## src/rtl/clock_key_ctrl_pkg.sv

```systemverilog
// Shared constants for the clock key front-end: key indices, repeat FSM
// state encodings and default timing parameters.
package clock_pkg;

  localparam int K_MODE   = 0;
  localparam int K_SELECT = 1;
  localparam int K_ADJUST = 2;
  localparam int NKEYS    = 3;

  typedef enum logic [1:0] {
    R_IDLE   = 2'b00,
    R_DELAY  = 2'b01,
    R_REPEAT = 2'b10,
    R_LOCK   = 2'b11
  } rep_state_e;

  localparam int DEF_DBNC   = 3;
  localparam int DEF_REPDLY = 50;
  localparam int DEF_REPINT = 10;
  localparam int DEF_CW     = 8;

endpackage

```

## src/rtl/clock_key_ctrl_if.sv

```systemverilog
// Sample strobe, raw buttons and command pulses shared between the key
// front-end (slave) and whoever drives the buttons (master).
interface clock_key_ctrl_if;

  logic       SMPL;
  logic [2:0] KEYIN;
  logic       MODE;
  logic       SELECT;
  logic       ADJUST;
  logic       KEYACT;

  modport master (output SMPL, KEYIN, input MODE, SELECT, ADJUST, KEYACT);
  modport slave  (input SMPL, KEYIN, output MODE, SELECT, ADJUST, KEYACT);

endinterface

```

## src/rtl/clock_key_ctrl_debounce.sv

```systemverilog
// Single-key debouncer: 2-FF synchroniser, DBNC-deep sample history and a
// debounced level with a one-cycle rising-edge strobe.
module key_debounce #(
  parameter int DBNC = 3
) (
  input  logic clk,
  input  logic rst_n,
  input  logic smpl,
  input  logic key_n,
  output logic level,
  output logic rise
);

  logic [1:0]      sync_q, sync_d;
  logic [DBNC-1:0] hist_q, hist_d;
  logic            level_q, level_d;
  logic            rise_q, rise_d;

  // The level decision looks at the freshly shifted history so it flips on
  // the same sample edge that completes the run of equal samples.
  always_comb begin
    sync_d  = sync_q;
    hist_d  = hist_q;
    level_d = level_q;
    if (smpl) begin
      sync_d = {sync_q[0], ~key_n};
      hist_d = {hist_q[DBNC-2:0], sync_q[1]};
      if (&hist_d && !level_q) begin
        level_d = 1'b1;
      end else if (~|hist_d && level_q) begin
        level_d = 1'b0;
      end
    end
    rise_d = level_d & ~level_q;
  end

  always_ff @(posedge clk or negedge rst_n) begin
    if (!rst_n) begin
      sync_q  <= '0;
      hist_q  <= '0;
      level_q <= 1'b0;
      rise_q  <= 1'b0;
    end else begin
      sync_q  <= sync_d;
      hist_q  <= hist_d;
      level_q <= level_d;
      rise_q  <= rise_d;
    end
  end

  assign level = level_q;
  assign rise  = rise_q;

endmodule

```

## src/rtl/clock_key_ctrl.sv

```systemverilog
// Key front-end for the 24-hour clock: debounce, one-command-per-cycle
// priority and, when KEY_REPEAT_EN is defined, ADJUST auto-repeat.
module clock_key_ctrl
  import clock_pkg::*;
#(
  parameter int DBNC   = DEF_DBNC,
  parameter int REPDLY = DEF_REPDLY,
  parameter int REPINT = DEF_REPINT,
  parameter int CW     = DEF_CW
) (
  input  logic             CLK,
  input  logic             RST,
  clock_key_ctrl_if.slave  key_if
);

  logic [NKEYS-1:0] level;
  logic [NKEYS-1:0] rise;
  logic             ev_mode, ev_select, ev_adjust;
  logic             mode_q, mode_d;
  logic             select_q, select_d;
  logic             adjust_q, adjust_d;

  if (DBNC < 2 || DBNC > 8 || REPDLY < 2 || REPINT < 2 ||
      (64'd1 << CW) <= 64'(REPDLY) || (64'd1 << CW) <= 64'(REPINT)) begin : g_bad_cfg
    $error("clock_key_ctrl: illegal parameter combination");
  end

  for (genvar k = 0; k < NKEYS; k++) begin : g_key
    key_debounce #(.DBNC(DBNC)) u_dbnc (
      .clk   (CLK),
      .rst_n (RST),
      .smpl  (key_if.SMPL),
      .key_n (key_if.KEYIN[k]),
      .level (level[k]),
      .rise  (rise[k])
    );
  end

  // Lower-priority press events in the same cycle are dropped outright.
  assign ev_mode   = rise[K_MODE];
  assign ev_select = rise[K_SELECT] & ~rise[K_MODE];
  assign ev_adjust = rise[K_ADJUST] & ~rise[K_MODE] & ~rise[K_SELECT];

  assign mode_d   = ev_mode;
  assign select_d = ev_select;

`ifdef KEY_REPEAT_EN
  localparam logic [CW-1:0] DLY_LAST = CW'(REPDLY - 1);
  localparam logic [CW-1:0] INT_LAST = CW'(REPINT - 1);

  rep_state_e      state_q, state_d;
  logic [CW-1:0]   cnt_q, cnt_d;
  logic [CW-1:0]   cnt_last;

  assign cnt_last = (state_q == R_DELAY) ? DLY_LAST : INT_LAST;

  // Every state change clears the counter, so it can never wrap.
  always_comb begin
    state_d  = state_q;
    cnt_d    = cnt_q;
    adjust_d = 1'b0;
    case (state_q)
      R_IDLE: begin
        if (ev_adjust) begin
          adjust_d = 1'b1;
          cnt_d    = '0;
          state_d  = R_DELAY;
        end
      end
      R_DELAY, R_REPEAT: begin
        if (!level[K_ADJUST]) begin
          cnt_d   = '0;
          state_d = R_IDLE;
        end else if (ev_mode || ev_select) begin
          cnt_d   = '0;
          state_d = R_LOCK;
        end else if (key_if.SMPL) begin
          if (cnt_q == cnt_last) begin
            adjust_d = 1'b1;
            cnt_d    = '0;
            state_d  = R_REPEAT;
          end else begin
            cnt_d = cnt_q + 1'b1;
          end
        end
      end
      R_LOCK: begin
        if (!level[K_ADJUST]) begin
          cnt_d   = '0;
          state_d = R_IDLE;
        end
      end
      default: begin
        cnt_d   = '0;
        state_d = R_IDLE;
      end
    endcase
  end

  always_ff @(posedge CLK or negedge RST) begin
    if (!RST) begin
      state_q <= R_IDLE;
      cnt_q   <= '0;
    end else begin
      state_q <= state_d;
      cnt_q   <= cnt_d;
    end
  end
`else
  assign adjust_d = ev_adjust;
`endif

  always_ff @(posedge CLK or negedge RST) begin
    if (!RST) begin
      mode_q   <= 1'b0;
      select_q <= 1'b0;
      adjust_q <= 1'b0;
    end else begin
      mode_q   <= mode_d;
      select_q <= select_d;
      adjust_q <= adjust_d;
    end
  end

  assign key_if.MODE   = mode_q;
  assign key_if.SELECT = select_q;
  assign key_if.ADJUST = adjust_q;
  assign key_if.KEYACT = |level;

endmodule

```

## src/flat_wrapper.sv

```systemverilog
// flat-port wrapper written by rule: the top's interface ports become plain ports
module clock_key_ctrl_flat import clock_pkg::*;
#(
  parameter int DBNC   = DEF_DBNC,
  parameter int REPDLY = DEF_REPDLY,
  parameter int REPINT = DEF_REPINT,
  parameter int CW     = DEF_CW
)
  (CLK, RST, key_if_SMPL, key_if_KEYIN, key_if_MODE, key_if_SELECT, key_if_ADJUST, key_if_KEYACT);
  clock_key_ctrl_if key_if_i ();
  input  logic CLK;
  input  logic RST;
  input wire logic [$bits(key_if_i.SMPL)-1:0] key_if_SMPL;
  input wire logic [$bits(key_if_i.KEYIN)-1:0] key_if_KEYIN;
  output wire logic [$bits(key_if_i.MODE)-1:0] key_if_MODE;
  output wire logic [$bits(key_if_i.SELECT)-1:0] key_if_SELECT;
  output wire logic [$bits(key_if_i.ADJUST)-1:0] key_if_ADJUST;
  output wire logic [$bits(key_if_i.KEYACT)-1:0] key_if_KEYACT;
  assign key_if_i.SMPL = key_if_SMPL;
  assign key_if_i.KEYIN = key_if_KEYIN;
  assign key_if_MODE = key_if_i.MODE;
  assign key_if_SELECT = key_if_i.SELECT;
  assign key_if_ADJUST = key_if_i.ADJUST;
  assign key_if_KEYACT = key_if_i.KEYACT;
  clock_key_ctrl #(.DBNC(DBNC), .REPDLY(REPDLY), .REPINT(REPINT), .CW(CW)) u_core (.CLK(CLK), .RST(RST), .key_if(key_if_i));
endmodule
```

## config.mk

```make
export PLATFORM = sky130hd
export DESIGN_NAME = clock_key_ctrl_flat
export DESIGN_NICKNAME = d
export VERILOG_FILES = /design/src/rtl/clock_key_ctrl_pkg.sv /design/src/rtl/clock_key_ctrl_if.sv /design/src/rtl/clock_key_ctrl_debounce.sv /design/src/rtl/clock_key_ctrl.sv /design/src/flat_wrapper.sv
export SDC_FILE = /design/constraint.sdc
export NUM_CORES = 1
export LEC_CHECK = 0
export CAP_MARGIN = 20
export CORE_MARGIN = 2
export CORE_UTILIZATION = 55
export CTS_BUF_LIST = sky130_fd_sc_hd__clkbuf_2
export DETAILED_ROUTE_END_ITERATION = 16
export HOLD_SLACK_MARGIN = 0.08
export PLACE_DENSITY = 0.79
export SLEW_MARGIN = 10
export SYNTH_ARGS = -nofsm -noshare
export SYNTH_HDL_FRONTEND = slang
export SYNTH_SLANG_ARGS = --single-unit
export TNS_END_PERCENT = 10
```

## constraint.sdc

```tcl
create_clock -name CLK -period 1.1 [get_ports CLK]
set_clock_uncertainty 0.05 [all_clocks]
set_input_delay 0.22 -clock CLK [delete_from_list [all_inputs] [get_ports CLK]]
set_output_delay 0.22 -clock CLK [all_outputs]
set_load 0.01 [all_outputs]
```

==> metrics.md, run 1 <==
| Metric | Value |
|---|---|
| Outcome | `finished, violations left` |
| Failing checks | `setup timing` |
| Least-Margin Pin Slew | `around 0.21 ns` |
| Endpoints failing setup | `4` |
| Core ar. | `around 0.0014 mm²` |
| Hold Violations, Final | `0` |
| WL per Instance | `between 10 and 15 µm` |
| Vias | `~540` |
| Largest net degree at the start of global routing | `22` |
| Clock latency on the worst-skew pair | `0.31 ns` |
| Post-route antenna net violation count | `0` |
| CP Max Fanout | `2` |
| Setup slack after layout | `-0.390 ns` |
| Cell Area, Synth | `approximately 820 µm²` |
| Area delta synth->final | `21.9%` |
| CP Capture Point | `key_if_KEYACT` |
| Seq pwr share | `59.6%` |
| Gr usage total | `approximately 16%` |
| Max stage delay cell, worst path | `dfrtp_1` |
| Global-route wire length before repair | `about 2100 µm` |
| Worst reg2reg startpoint | `u_core.g_key[1].u_dbnc.level` |
| Sw Ratio | `29.4%` |
| IO Pins | `10` |
| CTS Root Buffer Type | `clkbuf_2` |
| H-Tree Level Count | `1` |
| Post-route minimum period | `~1.5 ns` |
| Pint | `about 0.0012 W` |
| Die W | `roughly 43 µm` |
| RSZ-0062 raised after global routing | `true` |
| Post-DP HPWL | `853 µm` |
| Reg-to-reg endpoint | `u_core.g_key[1].u_dbnc.level` |
| Chip height | `42.7 µm` |
| GPL Wtd Cong | `between 0.6 and 0.7` |
| DRC violations left | `0` |
| Worst-path clk slew | `0.18 ns` |
| Avg Cell Area, Syn | `roughly 14 µm²` |
| Hold-fix buffers, CTS | `0` |
| I/O Buffers | `9` |
| Design Power | `between 0.0015 and 0.002 W` |
| FMAX | `between 600 and 700 MHz` |
| CTS tree | `done` |
| Distinct cells, synth | `17` |
| Critical setup path kind | `reg -> out` |
| Vias per cell | `5.83` |
| Final slew viol count | `0` |
| Synth Register Bits | `21` |
| Setup tns final | `-0.437 ns` |
| Crit. End Element | `primary output` |
| Psw | `~0.0005 W` |
| Fraction of layout cells with a size suffix above 1 | `~36%` |
| Place WS | `-0.352 ns` |
| Gate power share | `~23%` |
| Total clock sinks | `21` |
| 1st-iter DRT viols | `10` |
| CP Launch Type | `register` |
| Vias in the first global route | `469` |
| Rel. slew slack | `86.2%` |
| WL final | `approximately 1200 µm` |
| Min-delay worst type | `in -> async` |
| ANT cells | `0` |
| Gate Count Post-Synth | `slightly below 60` |
| Nets | `84` |
| Ys Warns | `0` |
| Drt first pass iters | `4` |
| Net count after synthesis | `65` |
| Clock power frac | `approximately 18%` |
| Cell leakage power | `~0.47 nW` |
| Cells along the critical path | `or3_1 > buf_2` |
| Max VDD drop | `approximately 1 mV` |
| Initial Util | `between 60% and 70%` |
| Num CTS Buffers | `3` |
| Initial antenna violation count | `0` |
| Reg-to-reg slack, setup | `around 0.06 ns` |
| Clock tree buffer depth | `2` |
| Pwr per Cell Area | `around 1700 mW/mm²` |
| Post-synthesis sequential area ratio | `63.8%` |
| Worst EP arrival | `1.22 ns` |
| Worst path max stage delay | `0.41 ns` |
| Row Count | `13` |
| Worst EP required | `0.83 ns` |
| Die area | `0.00182 mm²` |
| Tcrit/Tclk final | `135%` |
| Total grt overflow | `0` |
| Max-Cap Viols | `0` |
| Reg2Reg Depth | `4` |
| Start point of the critical path | `u_core.g_key[1].u_dbnc.level` |
## cell type report
class | count | area, µm²
inverter | 2 | 7.51
sequential | 21 | 526
clock buffer | 3 | 15.0
clock inverter | 1 | 5.00
timing repair buffer | 16 | 148
tap | 15 | 18.8
fill | 95 | 347
multi-input combinational | 34 | 284
## critical path: cells and delay by family (launching register included)
kind                   cells  cell delay [ns]
flip-flops                 1             0.41
AND/OR/NAND/NOR            1             0.35
buffers and inverters      1             0.14
## Yosys cell counts
master / n / share of area (%)
a21oi_1: 1 / 0.61
a31oi_1: 3 / 2.3
buf_4: 1 / 0.91
buf_6: 1 / 1.4
dfrtp_1: 21 / 64
inv_1: 2 / 0.91
mux2_2: 9 / 12
mux2i_1: 2 / 2.4
nand4_1: 3 / 2.3
nor2_1: 7 / 3.2
nor2b_1: 1 / 0.76
nor3_1: 2 / 1.2
nor3_2: 1 / 1.2
nor3b_1: 1 / 0.91
nor4b_1: 2 / 2.1
nor4b_4: 1 / 2.9
or3_1: 1 / 0.76
## metrics by stage
step           util, %  hold WS, ns  cell area [µm²]  cells
2_1_floorplan        -       -0.126              823     59
3_3_place_gp      72.8        0.355              983     87
3_5_place_dp      72.8        0.361              983     87
4_1_cts           72.8        0.171              983     91
5_1_grt           74.3        0.159             1000     92
6_report          74.3        0.170             1000     92
## worst min path at each step
stage	endpoint	slack, ns	startpoint
2_1_floorplan	u_core.g_key[0].u_dbnc.hist_q[0]	-0.13	RST
3_3_place_gp	u_core.key_if.MODE	0.36	u_core.g_key[0].u_dbnc.rise
3_5_place_dp	u_core.key_if.MODE	0.36	u_core.g_key[0].u_dbnc.rise
4_1_cts	u_core.g_key[1].u_dbnc.rise	0.17	RST
5_1_grt	u_core.g_key[1].u_dbnc.rise	0.16	RST
6_report	u_core.key_if.SELECT	0.17	RST
## state kept, by name (all words and copies together) (netlist names)
name	count
u_core.g_key.u_dbnc.hist_q	6
u_core.g_key.u_dbnc.level	3
u_core.g_key.u_dbnc.rise	3
u_core.g_key.u_dbnc.sync_q	6
u_core.key_if.ADJUST	1
u_core.key_if.MODE	1
u_core.key_if.SELECT	1
## what timing repair did
action                                  in CTS  in global routing
pin swaps                                    1                  0
resized for setup                           16                  2
setup buffers                                0                  1
endpoints found under the setup margin       4                  6
## cell families (layout without fill, tap and decap cells)
group	after synthesis	count (layout)	synth area share, %
AO/OA/AOI/OAI	4	4	2.89
buffers and inverters	4	22	3.19
flip-flops	21	21	63.8
multiplexers	11	11	14.7
AND/OR/NAND/NOR	19	19	15.4
## layout by cell type (no fill, tap or decap), types with 2 or more instances in the layout
cell type        instances
a31oi_1                  3
buf_12                   2
buf_2                    4
buf_4                    5
clkbuf_2                 3
clkdlybuf4s50_1          5
dfrtp_1                 21
inv_1                    2
mux2_2                   9
mux2i_1                  2
nand4_1                  3
nor2_1                   7
nor3_1                   2
nor4b_2                  2
## metal layers
| metal | global-route usage [%] | vias to the layer above | part of all wire (%) |
|---|---|---|---|
| met2 | 24.2 | 12 | 52 |
| met1 | 22.3 | 272 | 42 |
| met4 | 9.38 | 0 | 2.5 |
| li1 | - | 247 | - |
| met3 | 2.55 | 5 | 4.0 |
| met5 | 0 | - | 0 |
## power groups by stage
stage               logic, W  clock network (W)  registers (W)
detailed placement  0.000407                  0        0.00103
floorplan           0.000198                  0        0.00102
finish              0.000387           0.000304        0.00102
global route        0.000424           0.000349        0.00104
CTS                 0.000374           0.000317        0.00101
global placement    0.000389                  0        0.00102
Power figures use the tool's default switching activity.
==> run 2, diff against run 1 <==
- PLACE_DENSITY: 0.79 -> 0.78
- SYNTH_HIERARCHICAL: unset -> 1
==> run 2 against run 1 <==
Against the previous run: largest power group unchanged; the run still ends with setup timing left; design area up 8.2%; global-route usage down 0.25 points; critical path type unchanged; register-to-register slack better by 0.05 ns.
==> metrics.md, run 2 <==
| Metric | Value |
|---|---|
| Initial antenna violation count | `0 (unchanged)` |
| Most frequent cells in the layout | `dfrtp_1, mux2_4, clkdlybuf4s50_1 (was dfrtp_1, mux2_2, nor2_1)` |
| Outcome | `finished, violations left (unchanged)` |
| Pwr per Cell Area | `1630 mW/mm² (was 1710 mW/mm²)` |
| Initial Util | `60.3% (was 61.0%)` |
| Failing checks | `setup timing (unchanged)` |
| ANT cells | `0 (unchanged)` |
| Ys Warns | `6 (was 0)` |
| Least-Margin Pin Slew | `0.241 ns (was 0.206 ns)` |
| Psw | `0.000525 W (was 0.000503 W)` |
| Avg Cell Area, Syn | `15.7 µm² (was 14.0 µm²)` |
| Final slew viol count | `0 (unchanged)` |
| 1st-iter DRT viols | `0 (was 10)` |
| Hold-fix buffers, CTS | `0 (unchanged)` |
| Gate power share | `24.4% (was 22.6%)` |
| CP Max Fanout | `2 (unchanged)` |
| Endpoints failing setup | `4 (unchanged)` |
| Global-route wire length before repair | `2310 µm (was 2150 µm)` |
| Post-route minimum period | `1.49 ns (about the same)` |
| H-Tree Level Count | `1 (unchanged)` |
| FMAX | `672 MHz (was 671 MHz)` |
| Synth top cells by count | `dfrtp_1, mux2_4 (was dfrtp_1, mux2_2, nor2_1, a31oi_1, nand4_1)` |
| Commonest non-fill, non-tap cell in the layout | `dfrtp_1 (unchanged)` |
| Largest regs | `u_core/g_key.u_dbnc/hist_q (6), u_core/g_key.u_dbnc/sync_q (6) (was u_core.g_key.u_dbnc.hist_q (6), u_core.g_key.u_dbnc.sync_q (6))` |
| CP Capture Point | `key_if_KEYACT (unchanged)` |
| Reg-to-reg endpoint | `u_core/g_key[2].u_dbnc/level (was u_core.g_key[1].u_dbnc.level)` |
| Reg2Reg Depth | `2 (was 4)` |
| Pint | `0.00124 W (was 0.00121 W)` |
| Worst EP required | `0.83 ns (about the same)` |
| CP Launch Type | `register (unchanged)` |
| DRC violations left | `0 (unchanged)` |
| Sw Ratio | `29.7% (was 29.4%)` |
| Setup Fix Bufs, Post-CTS | `0 (unchanged)` |
| CTS tree | `done (unchanged)` |
| Tcrit/Tclk final | `135% (about the same)` |
| Design Power | `0.00177 W (was 0.00171 W)` |
| Cell Area, Synth | `940 µm² (was 823 µm²)` |
| Synth area leaders | `dfrtp_1, mux2_4, nor4b_4 (was dfrtp_1, mux2_2, nor2_1)` |
| WL per Instance | `13.9 µm (was 13.3 µm)` |
| Chip height | `45.3 µm (was 42.7 µm)` |
| CTS Root Buffer Type | `clkbuf_2 (unchanged)` |
| Row Count | `14 (was 13)` |
| Clock latency on the worst-skew pair | `0.30 ns (was 0.31 ns)` |
| Max VDD drop | `1.03 mV (about the same)` |
| Post-DP HPWL | `832 µm (was 853 µm)` |
| Post-synth top area share | `55.9% (was 63.8%)` |
| Vias | `514 (was 536)` |
| Met2 routed WL | `599 µm (was 637 µm)` |
| Setup slack after layout | `-0.388 ns (was -0.390 ns)` |
| Fraction of layout cells with a size suffix above 1 | `42.1% (was 36.4%)` |
| Worst-path clk slew | `0.19 ns (was 0.18 ns)` |
| Area delta synth->final | `15.6% (was 21.9%)` |
| Hold Violations, Final | `0 (unchanged)` |
| Drt first pass iters | `1 (was 4)` |
| Total clock sinks | `21 (unchanged)` |
| Num CTS Buffers | `3 (unchanged)` |
| Min-delay worst type | `in -> async (unchanged)` |
| I/O Buffers | `9 (unchanged)` |
| IO Pins | `10 (unchanged)` |
| WL final | `1280 µm (was 1230 µm)` |
| Place WS | `-0.364 ns (was -0.352 ns)` |
| Largest net degree at the start of global routing | `22 (unchanged)` |
| Post-synth ARST share | `100% (unchanged)` |
| Area leader, netlist | `dfrtp_1 (unchanged)` |
| Max-Cap Viols | `0 (unchanged)` |
| Cell leakage power | `0.531 nW (was 0.472 nW)` |
| Post-synth EDFFs | `0 (unchanged)` |
| Primary FF master, synth | `dfrtp_1 (unchanged)` |
| Rel. slew slack | `83.9% (was 86.2%)` |
| Reg-to-reg slack, setup | `0.11 ns (was 0.06 ns)` |
| Worst reg2reg startpoint | `u_core/g_key[2].u_dbnc/hist_q[1] (was u_core.g_key[1].u_dbnc.level)` |
| Crit. End Element | `primary output (unchanged)` |
| Metal3 WL | `56 µm (was 49 µm)` |
| Gr usage total | `16.0% (was 16.2%)` |
| Die area | `0.00206 mm² (was 0.00182 mm²)` |
| Start point of the critical path | `u_core/g_key[1].u_dbnc/level (was u_core.g_key[1].u_dbnc.level)` |
| Synth Register Bits | `21 (unchanged)` |
| Net count after synthesis | `66 (was 65)` |
| Seq pwr share | `58.3% (was 59.6%)` |
| Clock tree buffer depth | `2 (unchanged)` |
| Critical setup path kind | `reg -> out (unchanged)` |
| Post-synthesis sequential area ratio | `55.9% (was 63.8%)` |
| Gate Count Post-Synth | `60 (was 59)` |
| RSZ-0062 raised after global routing | `true (unchanged)` |
| Top routing layer in use | `met4 (unchanged)` |
| Post-route antenna net violation count | `0 (unchanged)` |
| GPL Wtd Cong | `0.679 (was 0.680)` |
| Vias per cell | `5.59 (was 5.83)` |
| Total grt overflow | `0 (unchanged)` |
| Distinct cells, synth | `14 (was 17)` |
| Vias in the first global route | `517 (was 469)` |
| Clock power frac | `17.3% (was 17.8%)` |
| Die W | `45.3 µm (was 42.7 µm)` |
| Core ar. | `0.00156 mm² (was 0.00135 mm²)` |
| Nets | `83 (was 84)` |
| Worst EP arrival | `1.22 ns (about the same)` |
| Met1 wire length | `618 µm (was 510 µm)` |
| Count leader, synth | `dfrtp_1 (unchanged)` |
==> run 2: metrics by stage <==
stage | cells | area (µm²) | hold slack [ns] | TNS (ns) | util [%]
after floorplan | 60 | 940 | -0.126 | 0 | -
after global placement | 88 | 1090 | 0.355 | -4.80 | 69.7
after detailed placement | 88 | 1090 | 0.355 | -5.07 | 69.7
after CTS | 92 | 1090 | 0.155 | -0.480 | 69.7
after global routing | 92 | 1090 | 0.157 | -0.624 | 69.7
final | 92 | 1090 | 0.165 | -0.407 | 69.7
==> run 2: final cells by class <==
type                    count  area (µm²)
multi-input cells          33         369
repair buffers             15         140
clock inverters             1        5.00
fillers                   106         473
well taps                  16        20.0
clock buffers               3        15.0
inverters                   3        11.3
flip-flops and latches     21         526
==> run 2: power groups by stage <==
| stage | combinational [W] | sequential, W | clock, W |
|---|---|---|---|
| 2_1_floorplan | 0.000276 | 0.00104 | 0 |
| 3_3_place_gp | 0.000450 | 0.00104 | 0 |
| 3_5_place_dp | 0.000462 | 0.00104 | 0 |
| 4_1_cts | 0.000435 | 0.00103 | 0.000321 |
| 5_1_grt | 0.000466 | 0.00106 | 0.000344 |
| 6_report | 0.000432 | 0.00103 | 0.000305 |
==> run 2: timing repair <==
action | CTS | global route
gates cloned | 0 | 0
pin swaps | 0 | 0
setup endpoints to repair | 4 | 4
resized for setup | 16 | 0
==> run 2: how the worst min path moves through the flow <==
stage	startpoint	end	slack [ns]	depth (start not counted)
floorplan	RST	u_core/g_key[0].u_dbnc/hist_q[0]	-0.13	0
global placement	u_core/g_key[0].u_dbnc/rise	u_core/key_if.MODE	0.35	0
detailed placement	u_core/g_key[0].u_dbnc/rise	u_core/key_if.MODE	0.36	0
CTS	RST	u_core/key_if.MODE	0.16	2
global route	RST	u_core/key_if.SELECT	0.16	2
finish	RST	u_core/g_key[2].u_dbnc/rise	0.17	2
==> run 2: worst max-delay path, cell delays in order, from the launching register on <==
cell	delay, ns
dfrtp_1	0.41
or3_1	0.36
buf_2	0.14
==> run 2: cell families (layout without fill, tap and decap cells) <==
group / after synthesis / count (layout) / share of synthesized area [%]
AO/OA/AOI/OAI: 3 / 3 / 2.00
buffers and inverters: 6 / 22 / 4.79
flip-flops: 21 / 21 / 55.9
multiplexers: 12 / 12 / 17.6
AND/OR/NAND/NOR: 18 / 18 / 19.7
==> run 2: routing by layer <==
metal | vias up | track usage, %
met5 | - | 0
met4 | 0 | 8.82
met3 | 2 | 2.40
met2 | 8 | 24.9
met1 | 263 | 21.4
li1 | 241 | -
==> run 3, diff against run 2 <==
- SLEW_MARGIN: 10 -> 20
- clock period: 1.1 -> 1.7 ns (I/O delays scaled with it)
==> run 3 against run 2 <==
Against the previous run: the flow now finishes without violations; combinational power decreased by 38%; sequential cell count unchanged; highest routed layer unchanged; die area did not move; global-route usage is 1.1 points higher; utilization fell by 0.80 points; sequential power is 35% lower; clock power down 34%.
==> metrics.md, run 3 (synthesized netlist as in run 2, its figures left out) <==
| Metric | Value |
|---|---|
| Most frequent cells in the layout | `dfrtp_1, mux2_4, clkdlybuf4s50_1 (unchanged)` |
| Rel. slew slack | `83.1% (was 83.9%)` |
| Critical setup path kind | `reg -> out (unchanged)` |
| WP buf/inv | `1 (unchanged)` |
| Num CTS Buffers | `3 (unchanged)` |
| Largest net degree at the start of global routing | `22 (unchanged)` |
| Total grt overflow | `0 (unchanged)` |
| Psw | `0.000336 W (was 0.000525 W)` |
| Drt first pass iters | `2 (was 1)` |
| Vias per cell | `5.63 (was 5.59)` |
| Top Usage Layer GRT | `met2 (unchanged)` |
| Seq pwr share | `58.9% (was 58.3%)` |
| Endpoints failing setup | `0 (was 4)` |
| Min-delay worst type | `in -> async (unchanged)` |
| Gr usage total | `17.1% (was 16.0%)` |
| DRC violations left | `0 (unchanged)` |
| Cells along the critical path | `or3_1 > buf_2 (unchanged)` |
| Worst EP required | `1.31 ns (was 0.83 ns)` |
| Global-route wire length before repair | `2320 µm (was 2310 µm)` |
| I/O Buffers | `9 (unchanged)` |
| Largest regs | `u_core/g_key.u_dbnc/hist_q (6), u_core/g_key.u_dbnc/sync_q (6) (unchanged)` |
| Max-Cap Viols | `0 (unchanged)` |
| IO Pins | `10 (unchanged)` |
| Least-Margin Pin Slew | `0.254 ns (was 0.241 ns)` |
| Commonest non-fill, non-tap cell in the layout | `dfrtp_1 (unchanged)` |
| Post-DP HPWL | `999 µm (was 832 µm)` |
| H-Tree Level Count | `1 (unchanged)` |
| Area delta synth->final | `14.2% (was 15.6%)` |
| M3 GR Usage | `7.20% (was 2.40%)` |
| Post-route antenna net violation count | `0 (unchanged)` |
| Die W | `45.3 µm (unchanged)` |
| Max stage delay cell, worst path | `dfrtp_1 (unchanged)` |
| CTS Root Buffer Type | `clkbuf_2 (unchanged)` |
| Clock power frac | `17.5% (was 17.3%)` |
| RSZ-0062 raised after global routing | `false (was true)` |
| Outcome | `finished clean (was finished, violations left)` |
| Max VDD drop | `0.608 mV (was 1.03 mV)` |
| Initial Util | `60.3% (unchanged)` |
| Tcrit/Tclk final | `around 95%` |
| Worst-path clk slew | `0.17 ns (was 0.19 ns)` |
| Met2 usage | `29.1% (was 24.9%)` |
| Design Power | `0.00114 W (was 0.00177 W)` |
| Post-route minimum period | `roughly 1.6 ns` |
| Fill cell total of the finished layout | `117 (was 106)` |
| FMAX | `622 MHz` |
| Gate power share | `23.6% (was 24.4%)` |
| Final slew viol count | `0 (unchanged)` |
| Total clock sinks | `21 (unchanged)` |
| Nets | `81 (was 83)` |
| Pint | `0.000807 W (was 0.00124 W)` |
| Pwr per Cell Area | `1060 mW/mm² (was 1630 mW/mm²)` |
| WL final | `1430 µm (was 1280 µm)` |
| Die area | `0.00206 mm² (unchanged)` |
| Setup tns final | `0 ns (was -0.407 ns)` |
| Crit. End Element | `primary output (unchanged)` |
| CTS tree | `done (unchanged)` |
| Hold Violations, Final | `0 (unchanged)` |
| Row Count | `14 (unchanged)` |
| ANT cells | `0 (unchanged)` |
| Core ar. | `0.00156 mm² (unchanged)` |
| Vias in the first global route | `505 (was 517)` |
| Fraction of layout cells with a size suffix above 1 | `36.5% (was 42.1%)` |
| Critical path's top delay family | `flip-flops (unchanged)` |
| Worst path max stage delay | `0.41 ns (about the same)` |
| Met1 GRT Util | `19.3% (was 21.4%)` |
| Clock tree buffer depth | `2 (unchanged)` |
| Clock latency on the worst-skew pair | `0.31 ns (was 0.30 ns)` |
| Vias | `507 (was 514)` |
| GPL Wtd Cong | `0.644 (was 0.679)` |
| WL per Instance | `15.9 µm (was 13.9 µm)` |
| Initial antenna violation count | `0 (unchanged)` |
| Worst EP arrival | `1.22 ns (about the same)` |
| Hold-fix buffers, CTS | `0 (unchanged)` |
| 1st-iter DRT viols | `5 (was 0)` |
| CP Launch Type | `register (unchanged)` |
| Chip height | `45.3 µm (unchanged)` |
| Cell leakage power | `0.510 nW (was 0.531 nW)` |
| CP Max Fanout | `2 (unchanged)` |
| Sw Ratio | `29.4% (was 29.7%)` |
run 3: power by group through the flow:
stage	Clock, W	Sequential [W]	Combinational (W)
2_1_floorplan	0	0.000671	0.000179
3_3_place_gp	0	0.000677	0.000273
3_5_place_dp	0	0.000683	0.000285
4_1_cts	0.000210	0.000675	0.000273
5_1_grt	0.000239	0.000688	0.000291
6_report	0.000200	0.000674	0.000269
run 3: through the flow:
step                      instances  instance area (µm²)  hold WS [ns]  worst slack (ns)  util [%]
after floorplan                  60                  940      -0.00559             0.509         -
after global placement           86                 1060         0.352             0.125      67.9
after detailed placement         86                 1060         0.351             0.110      67.9
after CTS                        90                 1070         0.274            0.0671      68.9
after global routing             90                 1070         0.237           0.00337      68.9
final                            90                 1070         0.282            0.0915      68.9
run 3: final cells by class:
class / count / area, µm² / area share [%]
Clock buffer: 4 / 20.0 / 1.86
Tap cell: 16 / 20.0 / 1.86
Timing Repair Buffer: 13 / 128 / 11.9
Multi-Input combinational cell: 33 / 369 / 34.4
Inverter: 3 / 11.3 / 1.05
Sequential cell: 21 / 526 / 49.0
run 3: path summary, 6_finish.rpt:
check / endpoint / startpoint / cells after the start / slack (ns)
max reg2reg: u_core/g_key[1].u_dbnc/level / u_core/g_key[1].u_dbnc/hist_q[0] / 2 / 0.70
min: u_core/g_key[2].u_dbnc/hist_q[1] / RST / 2 / 0.28
min reg2reg: u_core/key_if.MODE / u_core/g_key[0].u_dbnc/rise / 0 / 0.38
max in group asynchronous: u_core/g_key[0].u_dbnc/sync_q[0] / RST / 2 / 1.12
min in group CLK: u_core/key_if.MODE / u_core/g_key[0].u_dbnc/rise / 0 / 0.38
max: key_if_KEYACT / u_core/g_key[1].u_dbnc/level / 2 / 0.09
run 3: what timing repair did:
item / in CTS / in global routing
endpoints found under the hold margin: 0 / 0
setup endpoints to repair: 1 / 0
resized for setup: 4 / 0
buffers inserted: 0 / 0
run 3: metal layers:
layer | vias to the layer above | part of all wire [%]
met5 | - | 0
met4 | 0 | 0.63
met3 | 2 | 5.2
met2 | 12 | 52
met1 | 252 | 42
li1 | 241 | -
